$ cat src/rtl/chunked_adder_acc_if.sv
// chunked_adder_acc_if: operand/result valid-ready bundle for the chunked adder
interface chunked_adder_acc_if #(parameter int WIDTH = 16);
  logic in_valid, in_ready, cin, sub, acc;
  logic out_valid, out_ready, cout, ovf;
  logic [WIDTH-1:0] a, b, s;
  modport master(output in_valid, a, b, cin, sub, acc, out_ready,
                 input in_ready, out_valid, s, cout, ovf);
  modport slave(input in_valid, a, b, cin, sub, acc, out_ready,
                output in_ready, out_valid, s, cout, ovf);
endinterface

$ cat src/rtl/chunked_adder_acc.sv
// chunked_adder_acc: CHUNK-bits-per-cycle add/sub/accumulate; define ADDER_BCD_EN for decimal digits
module chunked_adder_acc #(
  parameter int WIDTH = 16,
  parameter int CHUNK = 4
) (
  input logic clk,
  input logic rst_n,
  chunked_adder_acc_if.slave bus
);
  localparam int N = WIDTH / CHUNK;
  localparam int IW = N > 1 ? $clog2(N) : 1;
  typedef enum logic [1:0] {IDLE, RUN, DONE} state_t;
  state_t st, st_nx;
  logic [WIDTH-1:0] opa, opb, s, bneg;
  logic [IW-1:0] idx;
  logic [CHUNK-1:0] ca, cb, dig;
  logic [CHUNK:0] sum;
  logic carry, cnx, cout, ovf, last;
  if (WIDTH % CHUNK != 0) begin : g_width_chk
    $error("WIDTH must be a multiple of CHUNK");
  end
`ifdef ADDER_BCD_EN
  if (CHUNK != 4) begin : g_chunk_chk
    $error("CHUNK must be 4 when ADDER_BCD_EN is defined");
  end
`endif
  always_comb begin
    ca = opa[idx*CHUNK +: CHUNK];
    cb = opb[idx*CHUNK +: CHUNK];
    last = idx == IW'(N - 1);
    sum = {1'b0, ca} + {1'b0, cb} + (CHUNK+1)'(carry);
    bneg = '0;
`ifdef ADDER_BCD_EN
    cnx = sum > (CHUNK+1)'(9);
    dig = cnx ? CHUNK'(sum + (CHUNK+1)'(6)) : sum[CHUNK-1:0];
    for (int i = 0; i < N; i++) bneg[i*4 +: 4] = 4'd9 - bus.b[i*4 +: 4];
`else
    cnx = sum[CHUNK];
    dig = sum[CHUNK-1:0];
    bneg = ~bus.b;
`endif
  end
  always_comb begin
    st_nx = st == IDLE ? (bus.in_valid ? RUN : IDLE)
          : st == RUN  ? (last ? DONE : RUN)
          : (bus.out_ready ? IDLE : DONE);
    bus.in_ready = st == IDLE && rst_n;
    bus.out_valid = st == DONE;
  end
  always_ff @(posedge clk or negedge rst_n) begin
    if (!rst_n) begin
      st <= IDLE;
      opa <= '0;
      opb <= '0;
      carry <= 1'b0;
      idx <= '0;
      s <= '0;
      cout <= 1'b0;
      ovf <= 1'b0;
    end else begin
      st <= st_nx;
      if (st == IDLE && bus.in_valid) begin
        opa <= bus.acc ? s : bus.a;
        opb <= bus.sub ? bneg : bus.b;
        carry <= bus.sub | bus.cin;
        idx <= '0;
      end else if (st == RUN) begin
        s[idx*CHUNK +: CHUNK] <= dig;
        carry <= cnx;
        idx <= idx + 1'b1;
        if (last) begin
          cout <= cnx;
`ifdef ADDER_BCD_EN
          ovf <= 1'b0;
`else
          ovf <= (opa[WIDTH-1] == opb[WIDTH-1]) && (dig[CHUNK-1] != opa[WIDTH-1]);
`endif
        end
      end
    end
  end
  assign bus.s = s;
  assign bus.cout = cout;
  assign bus.ovf = ovf;
endmodule

$ cat src/flat_wrapper.sv
// flat-port wrapper written by rule: the top's interface ports become plain ports
module chunked_adder_acc_flat 
#(
  parameter int WIDTH = 16,
  parameter int CHUNK = 4
)
  (clk, rst_n, bus_in_valid, bus_a, bus_b, bus_cin, bus_sub, bus_acc, bus_out_ready, bus_in_ready, bus_out_valid, bus_s, bus_cout, bus_ovf);
  chunked_adder_acc_if #(.WIDTH(WIDTH)) bus_i ();
  input logic clk;
  input logic rst_n;
  input wire logic [$bits(bus_i.in_valid)-1:0] bus_in_valid;
  input wire logic [$bits(bus_i.a)-1:0] bus_a;
  input wire logic [$bits(bus_i.b)-1:0] bus_b;
  input wire logic [$bits(bus_i.cin)-1:0] bus_cin;
  input wire logic [$bits(bus_i.sub)-1:0] bus_sub;
  input wire logic [$bits(bus_i.acc)-1:0] bus_acc;
  input wire logic [$bits(bus_i.out_ready)-1:0] bus_out_ready;
  output wire logic [$bits(bus_i.in_ready)-1:0] bus_in_ready;
  output wire logic [$bits(bus_i.out_valid)-1:0] bus_out_valid;
  output wire logic [$bits(bus_i.s)-1:0] bus_s;
  output wire logic [$bits(bus_i.cout)-1:0] bus_cout;
  output wire logic [$bits(bus_i.ovf)-1:0] bus_ovf;
  assign bus_i.in_valid = bus_in_valid;
  assign bus_i.a = bus_a;
  assign bus_i.b = bus_b;
  assign bus_i.cin = bus_cin;
  assign bus_i.sub = bus_sub;
  assign bus_i.acc = bus_acc;
  assign bus_i.out_ready = bus_out_ready;
  assign bus_in_ready = bus_i.in_ready;
  assign bus_out_valid = bus_i.out_valid;
  assign bus_s = bus_i.s;
  assign bus_cout = bus_i.cout;
  assign bus_ovf = bus_i.ovf;
  chunked_adder_acc #(.WIDTH(WIDTH), .CHUNK(CHUNK)) u_core (.clk(clk), .rst_n(rst_n), .bus(bus_i));
endmodule
$ cat config.mk
export PLATFORM = sky130hd
export DESIGN_NAME = chunked_adder_acc_flat
export DESIGN_NICKNAME = d
export VERILOG_FILES = /design/src/rtl/chunked_adder_acc_if.sv /design/src/rtl/chunked_adder_acc.sv /design/src/flat_wrapper.sv
export SDC_FILE = /design/constraint.sdc
export NUM_CORES = 1
export LEC_CHECK = 0
export ABC_CLOCK_PERIOD_IN_PS = 3400
export CORE_MARGIN = 2
export CORE_UTILIZATION = 51
export DETAILED_ROUTE_END_ITERATION = 16
export GPL_TIMING_DRIVEN = 0
export PLACE_DENSITY = 0.86
export SLEW_MARGIN = 20
export SYNTH_ARGS = -nofsm -noshare
export SYNTH_HDL_FRONTEND = slang
export SYNTH_SLANG_ARGS = --single-unit
$ cat constraint.sdc
create_clock -name clk -period 3.4 [get_ports clk]
set_clock_uncertainty 0.1 [all_clocks]
set_input_delay 0.85 -clock clk [delete_from_list [all_inputs] [get_ports clk]]
set_output_delay 0.85 -clock clk [all_outputs]
set_load 0.005 [all_outputs]
==> results.toml <==
[run_status]
status = "finished, final reports clean"

[hold_path]
whs_endpoint = "u_core.opb[11]"
worstHoldStart = "u_core.opb[11]"
whs_path_depth = 2
hold_path_class = "reg -> reg"

[final_layout]
final_util_pct = 66.0
layout-drive-gt1-share_pct = 9.90
antenna_cells = 0
nets = 362
layout-area-overhead-vs-synth_pct = 26.6
final_area_um2 = 3570

[route]
wl_per_cell_um = 17.0
ant_nets = 0
vias = 2120
viasPerCell = 5.51
wl_um = 6550
dr.pass1.iters = 5
first_iter_violations = 186
drc = 0

[global_routing]
grt_pass1_wl_um = 11100
grtUsageMet2_pct = 38.0
met3_usage_pct = 5.29
overflow = 0
use_met1_pct = 33.1
grtUsageTotal_pct = 23.9
antenna_found_initial = 0
top_usage_layer = "met2"
grt_start_max_net_pins = 57
first_global_vias = 2197

[worst_setup_path]
slowest_delay_ns = 0.53
required_ns = 2.45
rr_endpoint = "u_core.carry"
crit_path_start_kind = "primary input"
rr_startpoint = "u_core.idx[1]"
crit_chain = "buf_4, and2_1, clkdlybuf4s50_1"
end_kind = "primary output"
r2r_slack_ns = 0.34
crit_arrival_ns = 2.12
worstSetupPathType = "in -> out"
r2r_cells = 8
crit_fanout = 56
slowest_stage = "buf_4"

[clock_network]
cts.htree.levels = 2
cts_buffer_depth = 2
cts_hold_buf = 0
cts_buffers = 5
cts_sinks = 55
root_buffer = "clkbuf_8"
cts_repair_resize_count = 0
path_clk_slew_ns = 0.09
cts_tree = "done"
cts_setup_buffers = 0
clk-insertion-delay-late_ns = 0.31

[placement]
hpwl_um = 4910
numPortBuffers = 56
globalplace.congestion = 0.876
postPlaceCellArea_um2 = 3470

[floorplanning]
coreArea_um2 = 5410
initial_utilization_pct = 52.1
rows = 27
dieWidth_um = 78.3
dieArea_um2 = 6140
die_y_um = 78.3
ios = 59

[synthesis]
ys_ff_latch = 55
synth.cell_area_um2 = 2820
yosysSeqAreaShare_pct = 48.8
netlist.top_cell.by_area = "dfrtp_1"
syn_area_per_cell_um2 = 11.3
syn_nets = 299
yosysUniqueCellTypes = 32
yosysWarnings = 0
synth_area_leaders = "dfrtp_1, o21ai_0, mux4_2"
netlist_instances = 249
synth_top_area_share_pct = 48.8

[pwr]
switchingPower_mw = 1.35
clkPwrFrac_pct = 11.8
powerDensity_nw_per_um2 = 925
leakage_nw = 1.58
intPower_mw = 1.95
ir_drop_mv = 0.485
p_sw_share_pct = 41.0
seq_power_share_pct = 35.8
comb_power_share_pct = 52.3

[job]
drv_cap = 0

[timing]
hold_viol_final = 0
finalCriticalPeriod_ns = 3.07
rsz0062_at_grt = "no"
setup_viol = 0
worstMarginPinSlew_ns = 0.682
worst_slew_margin_rel_pct = 54.5
max_freq_ghz = 0.325
drv_slew = 0
fin_crit_sh_pct = 90.4
[area by class of cell]
type / count / area (um2)
well taps: 72 / 90.1
repair buffers: 56 / 558
clock buffers: 8 / 100
multi-input cells: 177 / 1360
plain buffers: 14 / 70.1
fillers: 442 / 1840
flip-flops and latches: 55 / 1380
inverters: 3 / 11.3
[cell families after synthesis]
logic type      share of synthesized area, %
buf+inv                                 2.89
mux                                     12.1
compound gates                          13.5
fa+ha+maj                               5.42
flops                                   48.8
simple gates                            11.7
xor+xnor                                5.59
[critical path, delay by kind of cell]
kind,cells,cell delay (ns)
buffers and inverters,2,1.02
and+or+nand+nor,1,0.22
[cell usage in the layout (no fill, tap or decap), drive strengths merged, types with 2 or more instances in the layout]
master,netlist,final
mux4,8,8
fa,2,2
clkdlybuf4s50,0,55
o21ai,38,38
a22o,15,15
and2,2,2
xnor2,17,17
buf,10,11
a21o,2,2
clkbuf,4,12
dfrtp,55,55
nor2,5,5
a21oi,2,2
ha,9,9
a211o,2,2
mux2i,16,16
nand2,45,45
inv,3,3
nor4b,2,2
nand3,3,3
[flip-flops by register name, summed over array words and instances, names as in the netlist]
register         flops
u_core.idx           2
u_core.opb          16
u_core.bus.cout      1
u_core.bus.ovf       1
u_core.opa          16
u_core.carry         1
u_core.bus.s        16
u_core.st            2
[cell usage after synthesis]
master,n
a211o_1,2
a21o_1,2
a21oi_1,2
a22o_1,15
and2_1,2
and2b_1,1
buf_2,8
buf_4,2
clkbuf_1,4
dfrtp_1,55
fa_1,2
ha_1,9
inv_1,3
mux2i_1,16
mux4_2,8
nand2_1,43
nand2_2,1
nand2_4,1
nand2b_1,1
nand3_1,3
nand3b_1,1
nor2_1,5
nor3b_1,1
nor4_4,1
nor4b_4,2
o2111ai_1,1
o21ai_0,37
o21ai_1,1
o31ai_1,1
or3_1,1
xnor2_1,17
xor2_1,1
[metal layers]
metal  vias to the layer above  wire length, um
met1                      1039             2970
met3                         8              376
met5                         -                0
li1                        995                -
met4                         0              100
met2                        78             3090
[worst max-delay path by stage]
| stage | from | endpoint | slack (ns) |
|---|---|---|---|
| 6_report | rst_n | bus_in_ready | 0.33 |
| 5_1_grt | u_core.idx[1] | u_core.carry | 0.18 |
| 4_1_cts | rst_n | bus_in_ready | 0.28 |
| 3_5_place_dp | rst_n | bus_in_ready | 0.28 |
| 3_3_place_gp | rst_n | bus_in_ready | -1.40 |
| 2_1_floorplan | u_core.idx[0] | u_core.carry | 0.78 |
[power by group through the flow]
stage	Sequential, mW	Clock, mW	Combinational [mW]
CTS	1.18	0.395	1.73
detailed placement	1.19	0	1.72
global route	1.22	0.428	1.91
global placement	1.18	0	1.66
floorplan	1.13	0	1.13
finish	1.18	0.390	1.73
[stage by stage]
stage	TNS [ns]	hold slack [ns]	setup slack, ns	cells	power, mW
finish	0	0.385	0.327	385	3.30
CTS	0	0.391	0.279	385	3.30
global placement	-10.52	0.356	-1.40	377	2.83
floorplan	0	0.345	0.781	249	2.26
detailed placement	0	0.368	0.281	377	2.92
global route	0	0.421	0.177	385	3.56
Power figures use the tool's default switching activity.
